<file path="src/rtl/hack_pkg.sv">
// hack_pkg: shared definitions for the Hack CPU sequencing logic.
//   - state_e        : pc_ctrl fetch/execute state encoding
//   - INSTR_TYPE_BIT : instruction bit that selects C (1) or A (0) instruction
//   - J1/J2/J3_BIT   : jump-field bit positions (<0, =0, >0)
//   - WIDTH_DEF      : default address/instruction width
package hack_pkg;

    localparam int WIDTH_DEF      = 16;
    localparam int INSTR_TYPE_BIT = 15;
    localparam int J1_BIT         = 2;   // jump if result < 0
    localparam int J2_BIT         = 1;   // jump if result == 0
    localparam int J3_BIT         = 0;   // jump if result > 0

    typedef enum logic [1:0] {
        ST_IDLE  = 2'd0,
        ST_FETCH = 2'd1,
        ST_EXEC  = 2'd2,
        ST_HALT  = 2'd3
    } state_e;

endpackage

</file>
<file path="src/rtl/jump_cond.sv">
// jump_cond: combinational Hack jump-field decode.
// Ports:
//   jump  in  3  C-instruction jump bits {j1, j2, j3}
//   zr    in  1  ALU result == 0
//   ng    in  1  ALU result < 0
//   take  out 1  jump condition satisfied
import hack_pkg::*;

module jump_cond (
    input  logic [2:0] jump,
    input  logic       zr,
    input  logic       ng,
    output logic       take
);

    // ~zr & ~ng is the "strictly positive" case.
    assign take = (jump[J1_BIT] & ng)
                | (jump[J2_BIT] & zr)
                | (jump[J3_BIT] & ~zr & ~ng);

endmodule

</file>
<file path="src/rtl/pc_ctrl.sv">
// pc_ctrl: fetch/execute sequencer driving the Hack program counter.
// Optional feature macro: PC_CTRL_HALT_DETECT_EN (end-of-program self-loop
// detection; when undefined the controller never halts and halted is 0).
// Ports:
//   clk, reset           clock, synchronous active-high reset
//   run                  execution enable
//   rom_req / rom_ack    instruction fetch handshake, instr = ROM data
//   a_reg, zr, ng        datapath jump target and ALU flags (sampled in EXEC)
//   exec_en              one-cycle commit strobe for A/D/M writes
//   instr_q              instruction currently being executed
//   pc_out               current counter value
//   pc_reset/load/incr   counter controls, pc_in = counter load value
//   halted               CPU stopped on self-loop
import hack_pkg::*;

module pc_ctrl #(
    parameter int WIDTH = WIDTH_DEF
) (
    input  logic             clk,
    input  logic             reset,
    input  logic             run,
    output logic             rom_req,
    input  logic             rom_ack,
    input  logic [WIDTH-1:0] instr,
    input  logic [WIDTH-1:0] a_reg,
    input  logic             zr,
    input  logic             ng,
    output logic             exec_en,
    output logic [WIDTH-1:0] instr_q,
    input  logic [WIDTH-1:0] pc_out,
    output logic             pc_reset,
    output logic             pc_load,
    output logic             pc_incr,
    output logic [WIDTH-1:0] pc_in,
    output logic             halted
);

    state_e           state_q, state_d;
    logic [WIDTH-1:0] instr_d;
    logic             rom_req_q, rom_req_d;
    logic             exec_en_q, exec_en_d;
    logic             halted_q, halted_d;
    logic             is_c;
    logic             take;
    logic             halt_hit;

    assign is_c = instr_q[INSTR_TYPE_BIT];

    jump_cond u_jump_cond (
        .jump (instr_q[J1_BIT:J3_BIT]),
        .zr   (zr),
        .ng   (ng),
        .take (take)
    );

`ifdef PC_CTRL_HALT_DETECT_EN
    // Hack end-of-program idiom: "@N" at N, "0;JMP" at N+1, so the
    // unconditional jump targets the address just before the current one.
    assign halt_hit = is_c && (instr_q[J1_BIT:J3_BIT] == 3'b111)
                   && (a_reg == pc_out - WIDTH'(1));
`else
    logic pc_out_unused;
    assign pc_out_unused = ^pc_out;
    assign halt_hit      = 1'b0;
`endif

    // Counter value only matters when loading, so a_reg can feed it directly.
    assign pc_in    = a_reg;
    assign pc_reset = reset;
    assign rom_req  = rom_req_q;
    assign halted   = halted_q;
    // Reset must suppress the commit strobe in the same cycle it is asserted.
    assign exec_en  = exec_en_q & ~reset;

    always_comb begin
        // NOTE: every output of this block gets a default first so no path
        // leaves a signal unassigned, which would infer a latch.
        state_d = state_q;
        instr_d = instr_q;
        pc_load = 1'b0;
        pc_incr = 1'b0;

        case (state_q)
            ST_IDLE: begin
                if (run) state_d = ST_FETCH;
            end
            ST_FETCH: begin
                // Request is held until acked regardless of run.
                if (rom_ack) begin
                    instr_d = instr;
                    state_d = ST_EXEC;
                end
            end
            ST_EXEC: begin
                if (is_c && take) pc_load = 1'b1;
                else              pc_incr = 1'b1;

                if (halt_hit) state_d = ST_HALT;
                else if (run) state_d = ST_FETCH;
                else          state_d = ST_IDLE;
            end
            ST_HALT: begin
                state_d = ST_HALT;
            end
            default: state_d = ST_IDLE;
        endcase

        if (reset) begin
            pc_load = 1'b0;
            pc_incr = 1'b0;
        end

        rom_req_d = (state_d == ST_FETCH);
        exec_en_d = (state_d == ST_EXEC);
        halted_d  = (state_d == ST_HALT);
    end

    // NOTE: sequential state uses non-blocking assignments so every flop
    // samples the pre-edge values, independent of statement order.
    always_ff @(posedge clk) begin
        if (reset) begin
            state_q   <= ST_IDLE;
            instr_q   <= '0;
            rom_req_q <= 1'b0;
            exec_en_q <= 1'b0;
            halted_q  <= 1'b0;
        end else begin
            state_q   <= state_d;
            instr_q   <= instr_d;
            rom_req_q <= rom_req_d;
            exec_en_q <= exec_en_d;
            halted_q  <= halted_d;
        end
    end

endmodule

</file>
<file path="config.mk">
export PLATFORM = sky130hd
export DESIGN_NAME = pc_ctrl
export DESIGN_NICKNAME = d
export VERILOG_FILES = /design/src/rtl/hack_pkg.sv /design/src/rtl/jump_cond.sv /design/src/rtl/pc_ctrl.sv
export SDC_FILE = /design/constraint.sdc
export NUM_CORES = 1
export LEC_CHECK = 0
export CAP_MARGIN = 40
export CORE_UTILIZATION = 31
export CTS_CLUSTER_DIAMETER = 50
export DETAILED_ROUTE_END_ITERATION = 12
export PLACE_DENSITY = 0.85
export SYNTH_ARGS = -nofsm -noshare
export SYNTH_HDL_FRONTEND = slang
export SYNTH_SLANG_ARGS = --single-unit
</file>
<file path="constraint.sdc">
create_clock -name clk -period 2.4 [get_ports clk]
set_clock_uncertainty 0.15 [all_clocks]
set_input_delay 0.48 -clock clk [delete_from_list [all_inputs] [get_ports clk]]
set_output_delay 0.48 -clock clk [all_outputs]
set_load 0.005 [all_outputs]
</file>
==> results.cfg <==
[synth]
netlist_instances = 76
avgSynthCellArea_sq_um = 11.8
synth.cell_area_sq_um = 900
syn_nets = 130
ys_types = 21
ys_warn_count = 0
synth-seq-cells = 21
synth_seq_area_share_pct = 46.7

[global_route]
grt_pass1_vias = 727
grt_pass1_wl_mm = 3.23
gr-total-overflow = 0
grt_usage_pct = 13.1
antenna_found_initial = 0
grt_start_max_net_pins = 18

[setup_path]
crit_required_ns = 1.77
crit_chain = dlygate4sd2_1, buf_6, and4bb_2, o21a_1, clkdlybuf4s50_1
critical_path_class = input port to output port
path_buf_inv = 3
path_delay_family = buffers and inverters
slowest_delay_ns = 0.49
crit_fanout = 6
worstSetupEndpointType = output port
worst_path_max_delay_cell = clkdlybuf4s50_1
arrival_ns = 1.73
critPathLaunchType = input port

[power_and_ir_drop]
pwr-share-comb_pct = 16.0
p_per_area_mw_per_mm2 = 511
power.total_mw = 0.641
seqPwrFrac_pct = 58.4
total_leakage_power_nw = 0.485
ir_drop_mv = 0.312
switchingPower_mw = 0.146
sw_frac_of_total_pct = 22.7
p_int_mw = 0.495
clockPowerShare_pct = 25.6

[timing]
worst_pin_slew_ns = 0.396
max_freq_ghz = 0.424
setup_ws_ns = 0.0426
finalHoldViolations = 0
drv_slew = 0
max_slew_margin_pct = 73.5
period_minus_slack_ns = 2.36
period_share_pct = 98.2
final-setup-viol-count = 0
fin_setup_tns_ns = 0
rsz0062_at_grt = false

[min_path]
hp-class = register to register

[cells_and_area]
nets = 160
drive_above_1_share_pct = 10.5
fin_cells = 136
num_antenna_cells = 0
utilization_pct = 45.5
syn_to_final_growth_pct = 39.5

[die]
die_area_sq_mm = 0.00312
core_area_sq_mm = 0.00276
rows = 19
start_util_pct = 32.6
io_pins = 92
die_width_um = 55.9
die_h_um = 55.9

[clocking]
clock_latency_ns = 0.30
cts.sinks = 21
cts_max_level = 1
cts-buffers-inserted = 3
ctsHoldBuffers = 0
clockBufferDepth = 2
clkTransAtPathRegs_ns = 0.11
cts_tree = done
cts-root-buf = clkbuf_4

[placement]
portBuffers = 43
place.gp.congestion = 0.663
dp_cells = 132
hpwl_mm = 1.44
dp_worst_setup_slack_ns = -0.179

[drt]
drc = 0
first_iter_violations = 29
routed_wl_mm = 2.00
ant_nets = 0
drt-pass1-iter-count = 4
viasPerCell = 5.19
wl_per_cell_um = 14.7
vias = 706

[flow_run]
maxCapViolCount = 0

[status]
status = finished clean
-- cells by family (layout without fill, tap and decap cells) --
family	Yosys count	after routing	share of synthesized area, %
compound gates	22	22	23.2
buf+inv	23	52	19.9
flops	21	21	46.7
simple gates	10	10	10.2
-- worst paths after layout --
path / slack [ns] / from / cells after the start / to
setup / recovery: 0.04 / reset / 5 / pc_load
hold / removal: 0.36 / instr_q[5] / 1 / instr_q[5]
setup reg to reg: 0.94 / state_q[1] / 2 / instr_q[13]
hold reg to reg: 0.36 / instr_q[5] / 1 / instr_q[5]
-- registers in the layout, summed over array words and instances (netlist names) --
name       count
state_q        2
instr_q       16
exec_en_q      1
rom_req        1
halted         1
-- metal layers --
| metal | share of wire, % | track usage [%] | up-vias | wire (um) |
|---|---|---|---|---|
| li1 | - | - | 336 | - |
| met1 | 39 | 14.5 | 339 | 785 |
| met2 | 52 | 22.9 | 21 | 1040 |
| met3 | 7.4 | 2.79 | 10 | 147 |
| met4 | 1.4 | 8.01 | 0 | 28 |
| met5 | 0 | 0 | - | 0 |
-- final cells by class --
type,instances,area [sq um]
fillers,266,1500
repair buffers,47,459
flip-flops and latches,21,420
multi-input cells,32,305
well taps,31,38.8
clock buffers,3,22.5
clock inverters,1,5.00
inverters,1,3.75
-- cells in the final DEF, fill, tap and decap left out, drive strengths merged --
cell           Yosys  layout
inv                1       1
clkbuf             0       3
nand3b             1       1
and3               1       1
nor3b              1       1
a22o               1       1
nand2b             1       1
dlygate4sd2        0       4
o211a              2       2
a21oi              1       1
or3b               2       2
nor4bb             1       1
o21a               1       1
and2b              1       1
clkinv             0       1
clkdlybuf4s50      0      39
buf               22       4
a211oi             1       1
and4bb             2       2
dfxtp             21      21
a32o              16      16
-- stage by stage --
stage / area, sq um / hold slack, ns
global placement: 1220 / 0.328
floorplan: 900 / 0.343
detailed placement: 1220 / 0.335
CTS: 1250 / 0.368
global route: 1250 / 0.396
finish: 1250 / 0.359
-- timing repair --
action / in CTS / in global routing
gates resized for setup: 6 / 0
setup buffers: 0 / 0
endpoints found under the setup margin: 2 / 0
-- power groups by stage --
| stage | sequential [mW] | combinational, mW | clock (mW) |
|---|---|---|---|
| global route | 0.377 | 0.109 | 0.191 |
| floorplan | 0.381 | 0.0580 | 0 |
| CTS | 0.375 | 0.103 | 0.172 |
| finish | 0.375 | 0.102 | 0.164 |
| global placement | 0.382 | 0.101 | 0 |
| detailed placement | 0.383 | 0.104 | 0 |
-- cells in the mapped netlist --
cell       n  area (sq um)
dfxtp_1   21           420
and3_1     1          6.26
o21a_1     1          7.51
inv_1      1          3.75
and4bb_2   1          12.5
nor3b_1    1          7.51
and4bb_1   1          12.5
a21oi_1    1          5.00
buf_8      1          15.0
and2b_1    1          7.51
a211oi_1   1          7.51
a22o_1     1          8.76
nand3b_2   1          11.3
o211a_1    2          20.0
buf_2      2          10.0
buf_6      2          22.5
or3b_1     2          17.5
a32o_1    16           160
buf_4     17           128
nor4bb_1   1          10.0
nand2b_1   1          6.26
-- worst register-to-register path, cell delays in order, from the launching register on --
cell	delay, ns
dfxtp_1	0.37
nand3b_2	0.46
a32o_1	0.39
No activity file was read; power rests on OpenSTA's default activity.
